## src/rtl/if_fetch_unit_pkg.sv

```systemverilog
// Shared constants and fetch-stage state encoding.
// Imported by if_fetch_unit and if_fetch_perf.
package if_fetch_unit_pkg;

   localparam int          RegBus           = 32;
   localparam logic [31:0] ZeroWord         = 32'h0000_0000;
   localparam logic        Stop             = 1'b1;
   localparam logic        NoStop           = 1'b0;
   localparam logic [31:0] RESET_PC_DEFAULT = 32'hBFC0_0000;

   localparam int IfStateBus = 3;

   typedef enum logic [IfStateBus-1:0] {
      IF_IDLE    = 3'd0,
      IF_REQ     = 3'd1,
      IF_WAIT    = 3'd2,
      IF_DONE    = 3'd3,
      IF_DISCARD = 3'd4
   } if_state_e;

endpackage

```

## src/rtl/if_fetch_perf.sv

```systemverilog
// Saturating fetch-stage event counters (fetches, stall cycles, discards).
// Ports: clk, rst (async low), three event strobes in, three counters out.
module if_fetch_perf
   import if_fetch_unit_pkg::*;
(
   input  logic        clk,
   input  logic        rst,
   input  logic        fetch_inc,
   input  logic        wait_inc,
   input  logic        discard_inc,
   output logic [31:0] fetch_cnt,
   output logic [31:0] wait_cnt,
   output logic [15:0] discard_cnt
);

   always_ff @(posedge clk or negedge rst) begin
      if (!rst) begin
         fetch_cnt   <= ZeroWord;
         wait_cnt    <= ZeroWord;
         discard_cnt <= '0;
      end else begin
         if (fetch_inc && fetch_cnt != '1)
            fetch_cnt <= fetch_cnt + 32'd1;
         if (wait_inc && wait_cnt != '1)
            wait_cnt <= wait_cnt + 32'd1;
         if (discard_inc && discard_cnt != '1)
            discard_cnt <= discard_cnt + 16'd1;
      end
   end

endmodule

```

## src/rtl/if_fetch_unit.sv

```systemverilog
// IF stage bus master: owns the PC, fetches one word at a time over an
// SRAM-like port and drops fetches killed by a flush.
// Ports: clk, rst (async low), stall/flush/new_pc from controller,
// inst_* bus port, pc_o/inst_o/inst_valid_o to IF/ID, stallreq_from_if.
// Optional IF_FETCH_PERF_EN adds perf_fetch_cnt/perf_wait_cnt/perf_discard_cnt.
module if_fetch_unit
   import if_fetch_unit_pkg::*;
#(
   parameter int                ADDR_W   = 32,
   parameter int                DATA_W   = 32,
   parameter logic [ADDR_W-1:0] RESET_PC = ADDR_W'(RESET_PC_DEFAULT)
) (
   input  logic              clk,
   input  logic              rst,
   input  logic [5:0]        stall,
   input  logic              flush,
   input  logic [ADDR_W-1:0] new_pc,
   output logic              inst_req,
   output logic              inst_wr,
   output logic [1:0]        inst_size,
   output logic [ADDR_W-1:0] inst_addr,
   input  logic              inst_addr_ok,
   input  logic              inst_data_ok,
   input  logic [DATA_W-1:0] inst_rdata,
   output logic [ADDR_W-1:0] pc_o,
   output logic [DATA_W-1:0] inst_o,
   output logic              inst_valid_o,
   output logic              stallreq_from_if
`ifdef IF_FETCH_PERF_EN
   ,
   output logic [31:0]       perf_fetch_cnt,
   output logic [31:0]       perf_wait_cnt,
   output logic [15:0]       perf_discard_cnt
`endif
);

   if_state_e         state, state_n;
   logic [ADDR_W-1:0] pc, pc_n;
   logic [ADDR_W-1:0] pco_n;
   logic [DATA_W-1:0] inst_n;
   logic              valid_n;
   logic              rpend, rpend_n;
   logic [ADDR_W-1:0] rpc, rpc_n;
   logic              deliver;

   // Upper stall bits belong to later stages.
   logic unused_stall;
   assign unused_stall = ^stall[5:2];

   assign inst_wr   = 1'b0;
   assign inst_size = 2'b10;
   assign inst_addr = pc;
   assign inst_req  = (state == IF_REQ);

   assign deliver = (state == IF_WAIT) && inst_data_ok
                  && !flush && !rpend;

   // Released in the data_ok cycle so the controller can advance
   // on the same edge that captures the instruction.
   always_comb begin
      stallreq_from_if = NoStop;
      unique case (state)
         IF_REQ, IF_DISCARD: stallreq_from_if = Stop;
         IF_WAIT:            stallreq_from_if = deliver ? NoStop : Stop;
         default:            stallreq_from_if = NoStop;
      endcase
   end

   always_comb begin
      state_n = state;
      pc_n    = pc;
      pco_n   = pc_o;
      inst_n  = inst_o;
      valid_n = inst_valid_o;
      rpend_n = rpend;
      rpc_n   = rpc;
      unique case (state)
         IF_IDLE: begin
            if (flush)
               pc_n = new_pc;
            else if (!stall[0])
               state_n = IF_REQ;
         end
         IF_REQ: begin
            // Address must stay put until accepted; park the redirect.
            if (flush) begin
               rpend_n = 1'b1;
               rpc_n   = new_pc;
            end
            if (inst_addr_ok)
               state_n = (flush || rpend) ? IF_DISCARD : IF_WAIT;
         end
         IF_WAIT: begin
            if (inst_data_ok) begin
               if (flush) begin
                  pc_n    = new_pc;
                  rpend_n = 1'b0;
                  state_n = IF_REQ;
               end else if (rpend) begin
                  pc_n    = rpc;
                  rpend_n = 1'b0;
                  state_n = IF_REQ;
               end else begin
                  inst_n  = inst_rdata;
                  pco_n   = pc;
                  valid_n = 1'b1;
                  state_n = IF_DONE;
               end
            end else if (flush) begin
               // Data still owed by the slave; drop it when it comes.
               pc_n    = new_pc;
               rpend_n = 1'b1;
               rpc_n   = new_pc;
               state_n = IF_DISCARD;
            end
         end
         IF_DONE: begin
            if (flush) begin
               pc_n    = new_pc;
               state_n = IF_REQ;
            end else if (!stall[1]) begin
               pc_n    = pc + ADDR_W'(4);
               valid_n = 1'b0;
               state_n = IF_REQ;
            end
         end
         IF_DISCARD: begin
            if (flush)
               rpc_n = new_pc;
            if (inst_data_ok) begin
               pc_n    = flush ? new_pc : rpc;
               rpend_n = 1'b0;
               state_n = IF_REQ;
            end
         end
         default: state_n = IF_IDLE;
      endcase
      if (flush)
         valid_n = 1'b0;
   end

   always_ff @(posedge clk or negedge rst) begin
      if (!rst) begin
         state        <= IF_IDLE;
         pc           <= RESET_PC;
         pc_o         <= '0;
         inst_o       <= '0;
         inst_valid_o <= 1'b0;
         rpend        <= 1'b0;
         rpc          <= '0;
      end else begin
         state        <= state_n;
         pc           <= pc_n;
         pc_o         <= pco_n;
         inst_o       <= inst_n;
         inst_valid_o <= valid_n;
         rpend        <= rpend_n;
         rpc          <= rpc_n;
      end
   end

`ifdef IF_FETCH_PERF_EN
   if_fetch_perf u_perf (
      .clk         (clk),
      .rst         (rst),
      .fetch_inc   (deliver),
      .wait_inc    (stallreq_from_if),
      .discard_inc ((state_n == IF_DISCARD) && (state != IF_DISCARD)),
      .fetch_cnt   (perf_fetch_cnt),
      .wait_cnt    (perf_wait_cnt),
      .discard_cnt (perf_discard_cnt)
   );
`endif

endmodule

```

## config.mk

```make
export PLATFORM = sky130hd
export DESIGN_NAME = if_fetch_unit
export DESIGN_NICKNAME = d
export VERILOG_FILES = /design/src/rtl/if_fetch_unit_pkg.sv /design/src/rtl/if_fetch_perf.sv /design/src/rtl/if_fetch_unit.sv
export SDC_FILE = /design/constraint.sdc
export NUM_CORES = 1
export LEC_CHECK = 0
export ABC_CLOCK_PERIOD_IN_PS = 2900
export CAP_MARGIN = 20
export CELL_PAD_IN_SITES_DETAIL_PLACEMENT = 1
export CELL_PAD_IN_SITES_GLOBAL_PLACEMENT = 1
export CORE_ASPECT_RATIO = 1.5
export CORE_MARGIN = 4
export CORE_UTILIZATION = 41
export CTS_CLUSTER_SIZE = 24
export DETAILED_ROUTE_END_ITERATION = 10
export PLACE_DENSITY = 0.95
export SLEW_MARGIN = 20
export SYNTH_ARGS = -nofsm -noshare
export SYNTH_HDL_FRONTEND = slang
export SYNTH_SLANG_ARGS = --single-unit
```

## constraint.sdc

```tcl
create_clock -name clk -period 2.9 [get_ports clk]
set_input_delay 0.29 -clock clk [delete_from_list [all_inputs] [get_ports clk]]
set_output_delay 0.29 -clock clk [all_outputs]
set_load 0.01 [all_outputs]
```

==> impl_metrics.json <==
{
  "routed_wirelength_um": 27800,
  "grt_pass1_vias": 7331,
  "use_met1_pct": 31.7,
  "tightestPinTransition_ps": 689,
  "path_buf_inv": 2,
  "drt_iter0_drc": 580,
  "fin_crit_sh_pct": 92.8,
  "post_cts_buffers": 0,
  "whs_ps": 215,
  "cts_tree": "yes",
  "worstSetupEndpointType": "primary output",
  "clk_root_buffer_cell": "clkbuf_16",
  "grt_pass1_wl_um": 43300,
  "path_max_fanout": 10,
  "ys_seq_elements": 133,
  "antenna_found_initial": 0,
  "yosys-top-cells-area": "dfrtp_1 44%, mux2_1 8.9%, mux2_2 6.9%",
  "place_hpwl_um": 18300,
  "sequentialPowerShare_pct": 35.5,
  "rsz0062_at_grt": "no",
  "async_reset_ff_share_pct": 100,
  "area_growth_pct": 36.6,
  "dpl_cell_area_mm2": 0.00893,
  "use_met3_pct": 5.65,
  "grt_max_degree": 99,
  "slowest_stage": "dfrtp_1",
  "swShare_pct": 39.6,
  "worstPathRequired_ps": 2610,
  "finalSetupTns_ps": 0,
  "finalHoldViolCount": 0,
  "die_h_um": 168,
  "ant_nets": 0,
  "clock-sinks": 133,
  "grt.busiest_layer": "met2",
  "synthTopCellsByCount": "124 x dfrtp_1, 55 x mux2_1, 44 x nor2_1",
  "die_w_um": 115,
  "num_vias": 6620,
  "finalCriticalPeriod_ps": 2690,
  "numCtsBuffers": 17,
  "io_pins": 177,
  "power_density_mw_per_mm2": 1040,
  "n_fill_cell": 1744,
  "wl_per_cell_um": 26.9,
  "path_cells": "buf_4 > nand2b_1 > nor2_1 > or2_2 > clkdlybuf4s50_1",
  "synth-warning-count": 0,
  "ys.flop_type": "dfrtp_1",
  "numPortBuffers": 169,
  "use_met2_pct": 50.7,
  "fp-row-count": 58,
  "ys_seq_area_share_pct": 47.7,
  "clkSlewWorstSetupHoldPaths_ps": 50,
  "critPathLaunchType": "flip-flop",
  "internal-power_w": 0.00600,
  "antenna_cells": 0,
  "yosysUniqueCellTypes": 82,
  "comb_power_share_pct": 41.5,
  "relSlewSlack_pct": 52.9,
  "slowest_delay_ps": 530,
  "synth_top_area_cell": "dfrtp_1",
  "skew_ps": 14.2,
  "dieArea_mm2": 0.0193,
  "layout_setup_ws_ps": 210,
  "syn_inst": 649,
  "synth_top_cell_area_share_pct": 44.3,
  "nNetsFinal": 888,
  "p_sw_w": 0.00393,
  "globalRoute.totalOverflow": 0,
  "max_clock_freq_mhz": 372,
  "clockPowerShare_pct": 23.0,
  "regArea_mm2": 0.00334,
  "start_util_pct": 41.7,
  "synth_edf_count": 0,
  "place_congestion": 0.894,
  "syn_avg_cell_area_um2": 10.8,
  "drt_pre_antenna_iters": 7,
  "grt_use_total_pct": 29.6,
  "maxCapViolCount": 0,
  "place_ws_ps": 375,
  "multi_input_area_mm2": 0.00341,
  "yosysMostFrequentCell": "dfrtp_1",
  "fin_area_mm2": 0.00956,
  "core_area_mm2": 0.0168,
  "criticalPathCategory": "reg -> out",
  "power.leakage_nw": 4.04,
  "worstSkewPairLatency_ps": 440,
  "syn_area_mm2": 0.00700,
  "drc_errors": 0,
  "min_path_type": "in -> reg",
  "cp.arrival_ps": 2400,
  "drive_gt1_share_pct": 15.8,
  "viasPerCell": 6.40,
  "clockBufferDepth": 2,
  "htreeDepth": 4,
  "setup_viol": 0,
  "critPathTopFamily": "buffers and inverters",
  "status": "finished, final reports clean",
  "max-vdd-ir-drop_v": 0.000444,
  "drv_slew": 0
}
[cell type report]
class	instances	area share (%)
repair buffers	194	20.0
inverters	5	0.196
multi-input cells	461	35.7
well taps	210	2.75
flip-flops and latches	133	34.9
clock inverters	11	1.58
clock buffers	21	4.82
[cells in the final DEF (no fill, tap or decap), types with 3 or more instances in the layout]
cell type | synthesis | routed
mux2i_1 | 18 | 18
conb_1 | 2 | 3
o21ai_0 | 31 | 31
o21ai_1 | 15 | 14
or2_2 | 4 | 4
a221o_1 | 3 | 3
and3_1 | 3 | 3
dfstp_2 | 9 | 9
and4_1 | 3 | 3
o31ai_1 | 7 | 7
nand2b_1 | 12 | 12
mux2_1 | 55 | 55
clkinv_4 | 0 | 4
o21a_1 | 3 | 3
clkbuf_16 | 0 | 17
buf_4 | 4 | 21
a21oi_1 | 24 | 24
nand3_1 | 19 | 19
a311oi_1 | 3 | 3
nand2_1 | 39 | 38
mux2_2 | 43 | 43
inv_1 | 4 | 4
nor4_1 | 8 | 8
buf_12 | 0 | 3
a211o_1 | 5 | 5
nor2_1 | 44 | 44
dfrtp_1 | 124 | 124
and2_1 | 3 | 3
nand4_1 | 12 | 12
a2bb2oi_1 | 3 | 3
o22ai_1 | 4 | 4
a22oi_1 | 7 | 7
or3_1 | 5 | 5
a211oi_1 | 3 | 3
a31oi_1 | 13 | 13
nor3_1 | 12 | 12
a41oi_1 | 3 | 3
bufinv_16 | 0 | 3
clkdlybuf4s50_1 | 0 | 167
[state kept, by name (all words and copies together) (netlist names)]
name,flops
inst_addr,32
inst_o,32
pc_o,32
rpc,32
state,3
inst_valid_o,1
rpend,1
[layer usage]
metal  up-vias  wire, um  share of wire (%)
met5         -         0                  0
met4         0      1940                7.0
met3       144      1720                6.2
met2       417     14800                 53
met1      3316      9410                 34
li1       2743         -                  -
[repair_timing]
action                                  CTS  global route
endpoints found under the hold margin    28             0
gates resized for setup                   0             1
hold buffers                              1             0
endpoints found under the setup margin    0             1
[worst register-to-register path, stage by stage (launching register included)]
cell and delay [ps]:
dfrtp_1 490, buf_4 230, or3b_1 430, nand2_1 420, buf_4 320, nand3_1 120, a31oi_1 270, a211o_1 200
[power by group through the flow]
stage,clock network (W),logic [W],registers (W)
3_5_place_dp,0,0.00395,0.00346
2_1_floorplan,0,0.00198,0.00335
4_1_cts,0.00231,0.00409,0.00348
6_report,0.00229,0.00412,0.00353
5_1_grt,0.00239,0.00438,0.00361
3_3_place_gp,0,0.00373,0.00338
[worst paths after layout]
path / from / to / slack, ps / cells past startpoint
max in group asynchronous: rst / inst_addr[6] / 1690 / 3
min in group asynchronous: rst / inst_o[19] / 330 / 2
worst min register to register: rpc[23] / rpc[23] / 490 / 1
worst min-delay path: flush / inst_valid_o / 220 / 2
worst max register to register: state[0] / inst_addr[22] / 350 / 7
worst max-delay path: state[0] / stallreq_from_if / 210 / 5
[through the flow]
| step | total power [W] | utilization [%] | std cells |
|---|---|---|---|
| 2_1_floorplan | 0.00533 | - | 650 |
| 3_3_place_gp | 0.00710 | 53.3 | 1002 |
| 3_5_place_dp | 0.00742 | 53.3 | 1002 |
| 4_1_cts | 0.00988 | 57.0 | 1035 |
| 5_1_grt | 0.0104 | 57.0 | 1035 |
| 6_report | 0.00993 | 57.0 | 1035 |
[kinds of logic after synthesis]
family | Yosys count | synth area share, %
and+or+nand+nor | 190 | 15.3
DFF | 133 | 47.7
buffers and inverters | 56 | 3.79
AOI/OAI and AO/OA | 151 | 14.5
adders and majority gates | 1 | 0.179
other | 2 | 0.107
muxes | 116 | 18.3
(Power assumes the default switching activity.)
